--- src/rtl/trojan_mon_pkg.sv ---
// Shared types and constants for the trigger-protocol monitor.
// The state encoding and alarm codes are visible to any block that decodes alarm_code.
package trojan_mon_pkg;

  typedef enum logic [1:0] {
    ARM   = 2'd0,
    EXT   = 2'd1,
    QUIET = 2'd2
  } state_e;

  localparam logic [1:0] CODE_NONE         = 2'd0;
  localparam logic [1:0] CODE_MISS_ARM     = 2'd1;
  localparam logic [1:0] CODE_EXT_MISMATCH = 2'd2;
  localparam logic [1:0] CODE_SPURIOUS     = 2'd3;

endpackage

--- src/rtl/sat_counter.sv ---
// Up-counter that holds at all-ones; clr has priority over inc.
module sat_counter #(
  parameter int W = 16
) (
  input  logic         clk,
  input  logic         rst,
  input  logic         clr_i,
  input  logic         inc_i,
  output logic [W-1:0] cnt_o
);

  logic [W-1:0] cnt_q;
  logic [W-1:0] cnt_d;

  always_comb begin
    cnt_d = cnt_q;
    if (clr_i) begin
      cnt_d = '0;
    end else if (inc_i && (cnt_q != {W{1'b1}})) begin
      cnt_d = cnt_q + 1'b1;
    end
  end

  always_ff @(posedge clk) begin
    if (rst) begin
      cnt_q <= '0;
    end else begin
      cnt_q <= cnt_d;
    end
  end

  assign cnt_o = cnt_q;

endmodule

--- src/rtl/trojan_trigger_monitor.sv ---
// Passive checker for the arm/extend/quiet trigger protocol on Tj_Trig.
// Records the first violation, a legal extension, pattern hits and the longest high run.
//
// state | meaning
// ARM   | cycle 0 after reset: Tj_Trig must be high, capture pattern match
// EXT   | cycle 1: Tj_Trig must equal the match captured in ARM
// QUIET | cycle 2 onward: Tj_Trig must stay low
module trojan_trigger_monitor
  import trojan_mon_pkg::*;
#(
  parameter int                DATA_W  = 64,
  parameter logic [DATA_W-1:0] PATTERN = {DATA_W{1'b1}},
  parameter int                CNT_W   = 16,
  parameter int                RUN_W   = 4
) (
  input  logic              clk,
  input  logic              rst,
  input  logic [DATA_W-1:0] desIn,
  input  logic              Tj_Trig,
  output logic              alarm,
  output logic [1:0]        alarm_code,
  output logic              fired,
  output logic [CNT_W-1:0]  hit_count,
  output logic [RUN_W-1:0]  max_run
);

  state_e           state_q, state_d;
  logic             match_q, match_d;
  logic             alarm_q, alarm_d;
  logic [1:0]       code_q, code_d;
  logic             fired_q, fired_d;
  logic [RUN_W-1:0] max_q, max_d;
  logic [RUN_W-1:0] run_cnt;
  logic [RUN_W-1:0] run_next;
  logic             pat_hit;
  logic             viol;
  logic [1:0]       viol_code;

  assign pat_hit = (desIn == PATTERN);

  sat_counter #(.W(CNT_W)) u_hit_cnt (
    .clk   (clk),
    .rst   (rst),
    .clr_i (1'b0),
    .inc_i (pat_hit),
    .cnt_o (hit_count)
  );

  sat_counter #(.W(RUN_W)) u_run_cnt (
    .clk   (clk),
    .rst   (rst),
    .clr_i (~Tj_Trig),
    .inc_i (Tj_Trig),
    .cnt_o (run_cnt)
  );

  // Value the run counter takes on this edge when the line is high.
  assign run_next = (run_cnt == {RUN_W{1'b1}}) ? run_cnt : run_cnt + 1'b1;

  always_comb begin
    state_d   = state_q;
    match_d   = match_q;
    fired_d   = fired_q;
    viol      = 1'b0;
    viol_code = CODE_NONE;
    case (state_q)
      ARM: begin
        match_d = pat_hit;
        if (!Tj_Trig) begin
          viol      = 1'b1;
          viol_code = CODE_MISS_ARM;
        end
        state_d = EXT;
      end
      EXT: begin
        if (Tj_Trig != match_q) begin
          viol      = 1'b1;
          viol_code = CODE_EXT_MISMATCH;
        end
        if (Tj_Trig && match_q) begin
          fired_d = 1'b1;
        end
        state_d = QUIET;
      end
      QUIET: begin
        if (Tj_Trig) begin
          viol      = 1'b1;
          viol_code = CODE_SPURIOUS;
        end
      end
      default: state_d = QUIET;
    endcase
  end

  // Only the first violation is latched; later ones leave the code alone.
  always_comb begin
    alarm_d = alarm_q;
    code_d  = code_q;
    if (viol && !alarm_q) begin
      alarm_d = 1'b1;
      code_d  = viol_code;
    end
  end

  always_comb begin
    max_d = max_q;
    if (Tj_Trig && (run_next > max_q)) begin
      max_d = run_next;
    end
  end

  always_ff @(posedge clk) begin
    if (rst) begin
      state_q <= ARM;
      match_q <= 1'b0;
      alarm_q <= 1'b0;
      code_q  <= CODE_NONE;
      fired_q <= 1'b0;
      max_q   <= '0;
    end else begin
      state_q <= state_d;
      match_q <= match_d;
      alarm_q <= alarm_d;
      code_q  <= code_d;
      fired_q <= fired_d;
      max_q   <= max_d;
    end
  end

  assign alarm      = alarm_q;
  assign alarm_code = code_q;
  assign fired      = fired_q;
  assign max_run    = max_q;

endmodule

--- config.mk ---
export PLATFORM = sky130hd
export DESIGN_NAME = trojan_trigger_monitor
export DESIGN_NICKNAME = d
export VERILOG_FILES = /design/src/rtl/trojan_mon_pkg.sv /design/src/rtl/sat_counter.sv /design/src/rtl/trojan_trigger_monitor.sv
export SDC_FILE = /design/constraint.sdc
export NUM_CORES = 1
export LEC_CHECK = 0
export ABC_CLOCK_PERIOD_IN_PS = 3600
export BUFFER_PORTS_ARGS = -buffer_cell sky130_fd_sc_hd__clkbuf_2
export CAP_MARGIN = 15
export CORE_ASPECT_RATIO = 0.9
export CORE_MARGIN = 4
export CORE_UTILIZATION = 50
export DETAILED_ROUTE_END_ITERATION = 8
export PLACE_DENSITY = 0.88
export SLEW_MARGIN = 20
export SYNTH_ARGS = -nofsm -noshare
export SYNTH_HDL_FRONTEND = slang
export SYNTH_SLANG_ARGS = --single-unit
--- constraint.sdc ---
create_clock -name clk -period 3.6 [get_ports clk]
set_input_delay 0.36 -clock clk [delete_from_list [all_inputs] [get_ports clk]]
set_output_delay 0.36 -clock clk [all_outputs]
set_load 0.05 [all_outputs]
; ---- Word-level counts from Yosys, hierarchy flattened
; Index checks and enable logic that the tools add are counted.
[op_classes]
addsub = 2
n_lt_le_gt_ge = 1
eq_ne = 7
mux = 10
n_bitwise = 1
n_reduce_logical = 9
[ops]
columns = cell, n
row1 = == test 64 bit (second input constant), 1
row2 = adder 16 x 1 -> 16 bit (second input constant), 1
row3 = inequality test 16 bit (second input constant), 1
row4 = one-hot mux 2 bit (3 select lines), 1
row5 = logical AND 1 bit, 5
row6 = adder 4 x 1 -> 4 bit (second input constant), 1
row7 = == test 4 bit (second input constant), 1
row8 = greater-than comparator 4 bit, 1
row9 = 2-to-1 mux 1 bit, 4
row10 = 2-to-1 mux 2 bit, 2
row11 = 2-to-1 mux 4 bit, 1
row12 = inequality test 4 bit (second input constant), 1
row13 = one-hot mux 2 bit (2 select lines), 1
row14 = one-hot mux 1 bit (3 select lines), 1
row15 = == test 2 x 1 -> 1 bit (second input constant), 1
row16 = == test 2 bit (second input constant), 1
row17 = logical NOT 2 bit, 1
row18 = AND reduction 2 bit, 1
row19 = OR reduction 2 bit, 1
row20 = logical NOT 1 bit, 1
row21 = inequality test 1 bit, 1
row22 = inverter 1 bit, 1
[word_totals]
register_bits = 31
inputBits = 67
out_inout_bits = 24
word_cells = 38

; ---- Logic depth before layout (Yosys ltp)
[depth]
word_depth = 4
mapped_depth = 10
mapped_depth_nobuf = 10

; ---- By module
; Synthesis repeated with hierarchy kept, for this count alone.
[unflattened]
cells_unflattened = 215
area_unflattened_um2 = 1849.3
[modules_own_cells]
columns = module, n_inst, cells_each, area_per_inst_um2, seq_area_each_um2
row1 = sat_counter (u_hit_cnt), 1, 102, 917.1, 320.3
row2 = trojan_trigger_monitor, 1, 91, 743.2, 220.2
row3 = sat_counter (u_run_cnt), 1, 22, 188.9, 80.1

; ---- Worst setup path after synthesis
; No wires, ideal clock.
[synth_path]
path_type = flip-flop to flip-flop
startpoint = register u_run_cnt.cnt_q[0] (netlist: u_run_cnt.cnt_o[0])
endpoint = register max_q[0] (netlist: max_run[0])
setup_ns = 0.121
arrival_ns = 2.226
required_time_ns = 3.479
path_slack_ns = 1.254
stages_incl_launch_ff = 11
path_buffers = 0
synth_period_minus_slack_ns = 2.346
path_cell_list = dfxtp_1 -> ha_1 -> nand3_1 -> mux2i_1 -> inv_1 -> ha_1 -> nor2b_1 -> o21a_1 -> o21ai_0 -> a21oi_1 -> mux2_2
[synth_between]
elab_chain_len = 4
elab_cells_between_ends = 5
classes_between = add/sub (1) / order compare (1) / eq/ne (1) / mux (1) / reduce/logical (1)
[synth_lines]
columns = element, line
row1 = "start, declared", sat_counter.sv:12  ; logic [W-1:0] cnt_q;
row2 = "start signal, assigned", sat_counter.sv:28  ; cnt_q <= cnt_d;
row3 = adder 4 x 1 -> 4 bit / == test 4 bit (equally long branches), trojan_trigger_monitor.sv:58  ; assign run_next = (run_cnt == {RUN_W{1'b1}}) ? run_cnt : run_cnt + 1'b1;
row4 = 2-to-1 mux 4 bit (*), trojan_trigger_monitor.sv:58
row5 = net run_next[1], trojan_trigger_monitor.sv:34  ; logic [RUN_W-1:0] run_next;
row6 = greater-than comparator 4 bit (*), trojan_trigger_monitor.sv:107  ; if (Tj_Trig && (run_next > max_q)) begin
row7 = logical AND 1 bit (*), trojan_trigger_monitor.sv:107
row8 = "end signal, assigned", trojan_trigger_monitor.sv:126  ; max_q <= max_d;
row9 = "end, declared", trojan_trigger_monitor.sv:32  ; logic [RUN_W-1:0] max_q, max_d;
; The timed path passes the listed nets; every way through them passes the cells marked *.
; A chain may end at the register's enable or synchronous reset.

; ---- Worst setup path in the final report
; Ends and elaborated chain as after synthesis.

==> reports/qor.yml <==
sta:
  worstMarginPinSlew_ns: 0.588
  hold_violations: 0
  maxSlewViolCount: 0
  timing.setup.tns_ns: 0
  setup_viol: 0
  rsz0062_at_grt: "no"
  slew_headroom_pct: 60.7
  timing.fmax_mhz: 373
  period_needed_ns: 2.68
  clock_skew_ns: 0.00644
  period_share_pct: 74.4
final_layout:
  utilization_pct: 69.6
  final_common_cell: "clkbuf_2"
  syn2layout_area_growth_pct: 30.1
  layout.nets: 383
  layout_common_cells: "90 x clkbuf_2, 32 x nand4_1, 31 x dfxtp_1"
  antennaDiodeCount: 0
  layout-drive-gt1-share_pct: 36.1
clock_tree:
  clockRootBuffer: "clkbuf_8"
  numCtsBuffers: 5
  h-tree-depth: 2
  holdBufCountCts: 0
  cts_sinks: 31
  max-clock-path-buffers: 2
  cts_tree: "yes"
  clock_latency_ns: 0.29
  cts_resized: 0
  clk_pin_slew_ns: 0.07
  cts_setup_buffers: 0
hold_path:
  holdCritStartpoint: "Tj_Trig"
  hp-class: "in -> reg"
floorplan:
  start_util_pct: 53.5
  rows: 20
  die_x_um: 72.3
  ioPinCount: 91
  dieHeight_um: 65.9
  die-area_sq_um: 4770
  core_area_sq_um: 3480
critical_path:
  worstReg2RegEnd: "max_run[0]$_SDFFE_PP0P_"
  cp_max_fo: 4
  setup.worst_path.start_class: "flop"
  cp_common_cell: "ha_1"
  worstRegToRegCells: 10
  worstPathCellList: "ha_1, nand3_1, mux2i_1, inv_1, ha_1, nor2b_1, o21a_1, o21ai_0, a21oi_1, mux2_2"
  cp-endpoint: "max_run[0]$_SDFFE_PP0P_"
  slowest_stage: "a21oi_1"
  timing.rr.start: "u_run_cnt.cnt_o[0]$_SDFFE_PP0P_"
  cp_slowest_stage_delay_ns: 0.42
  crit_buf_inv: 1
  r2r_slack_ns: 0.92
  endpoint_kind: "flop"
  criticalPathCategory: "reg -> reg"
  crit_cells: 10
  crit_start: "u_run_cnt.cnt_o[0]$_SDFFE_PP0P_"
  required_ns: 3.78
  arrival_ns: 2.86
  crit_family: "multiplexers"
routing:
  via_count: 2047
  wl_per_cell_um: 14.3
  final_antenna_net_count: 0
  drtIter0Drc: 149
  routed_wl_mm: 5.06
  drc: 0
  via_per_inst: 5.78
  drt_first_pass_iters: 4
synthesis:
  synth_simple_gate_area_share_pct: 36.7
  synth_fa_ha_area_share_pct: 4.70
  synth-seq-cells: 31
  synth-xor-area-share_pct: 0.941
  synth-compound-area-share_pct: 13.3
  synth_top_family_by_area: "simple AND/OR/NAND/NOR gates"
  syn_nets: 294
  syn_area_sq_um: 1860
  seq_area_frac_synth_pct: 33.3
  synth_edf_count: 0
  ys.warnings.count: 0
  muxShareOfSynthArea_pct: 5.78
  syn_avg_cell_area_sq_um: 8.46
  async_flop_share_pct: 0
  ys.flop_type: "dfxtp_1"
  netlist-cell-type-count: 43
  syn_inst: 220
global_routing:
  grt_pass1_wl_mm: 8.31
  antenna_found_initial: 0
  grt_overflow: 0
  grt_pass1_vias: 1967
  grt_use_total_pct: 21.7
  grt_start_max_net_pins: 27
flow_run:
  drv_cap: 0
pwr:
  leakage_nw: 1.04
  ir_drop_v: 0.000184
  powerDensity_nw_per_um2: 328
placed_design:
  dp_hpwl_mm: 4.11
  gp_congestion: 0.879
  io_buffer_count: 90
status:
  status: "complete, no violations"
area by class of cell:
cell class	count	area (sq um)
Multi-Input combinational cell	167	1140
Fill cell	286	1060
Sequential cell	31	621
Timing Repair Buffer	90	450
Clock buffer	8	100
Tap cell	44	55.1
Inverter	14	52.6
through the flow:
stage,instances,hold slack [ns],area (sq um),setup WS [ns],power [mW]
6_report,354,0.434,2420,0.921,0.796
3_5_place_dp,346,0.464,2320,0.927,0.502
2_1_floorplan,220,0.453,1860,1.25,0.442
3_3_place_gp,346,0.460,2320,1.15,0.497
4_1_cts,354,0.432,2420,0.918,0.803
5_1_grt,354,0.484,2420,0.725,0.835
cell usage after synthesis, drive strengths merged, types with 2 or more instances:
cell    number  share of area (%)
mux2i        4                2.2
a31oi        2               0.67
inv         13                2.6
o31ai        8                3.2
nor2b        4                1.3
nand4       35                 13
o21ai        9                2.4
o311a        2                1.1
or3          4                1.4
dfxtp       31                 33
clkbuf       5                1.0
ha           7                4.7
mux2         5                3.6
nand2       15                3.0
nor3         2                1.1
buf          3                1.4
nor4        12                5.0
nand3        5                1.3
or4         10                4.4
a21oi       12                3.2
nor2        17                3.4
o21a         2               0.81
worst min path at each step:
stage	endpoint	depth (start not counted)
after global placement	fired$_SDFFE_PP0P_	2
after global routing	u_run_cnt.cnt_o[3]$_SDFFE_PP0P_	3
after detailed placement	fired$_SDFFE_PP0P_	2
after CTS	u_run_cnt.cnt_o[1]$_SDFFE_PP0P_	3
after floorplan	match_q$_SDFFE_PP0P_	1
final	u_run_cnt.cnt_o[3]$_SDFFE_PP0P_	3
logic make-up (layout without fill, tap and decap cells):
family                     count (synthesis)  count (layout)
adders and majority gates                  7               7
and+or+nand+nor                          110             110
AOI/OAI and AO/OA                         39              39
muxes                                      9               9
DFF                                       31              31
buffers and inverters                     22             112
xor gates and xnor gates                   2               2
power by group:
part	internal (mW)	total (mW)	switching, mW
registers	0.354	0.364	0.0104
clock network	0.174	0.302	0.128
logic	0.0541	0.130	0.0755
total	0.582	0.796	0.213
layer usage:
layer | global-route usage [%] | vias up | wire length (um)
met5 | 0 | - | 0
met4 | 8.22 | 0 | 78
met3 | 3.65 | 6 | 309
met2 | 39.0 | 77 | 2590
met1 | 25.7 | 931 | 2080
li1 | - | 1033 | -
state kept, by name, summed over array words and instances, names as in the netlist:
name             flops
max_run              4
match_q              1
fired                1
alarm                1
state_q              2
alarm_code           2
u_run_cnt.cnt_o      4
u_hit_cnt.cnt_o     16
worst min-delay path: stages:
cell,delay (ns)
clkbuf_2,0.13
nand2_1,0.14
nor2_1,0.05
(Power assumes the default switching activity.)
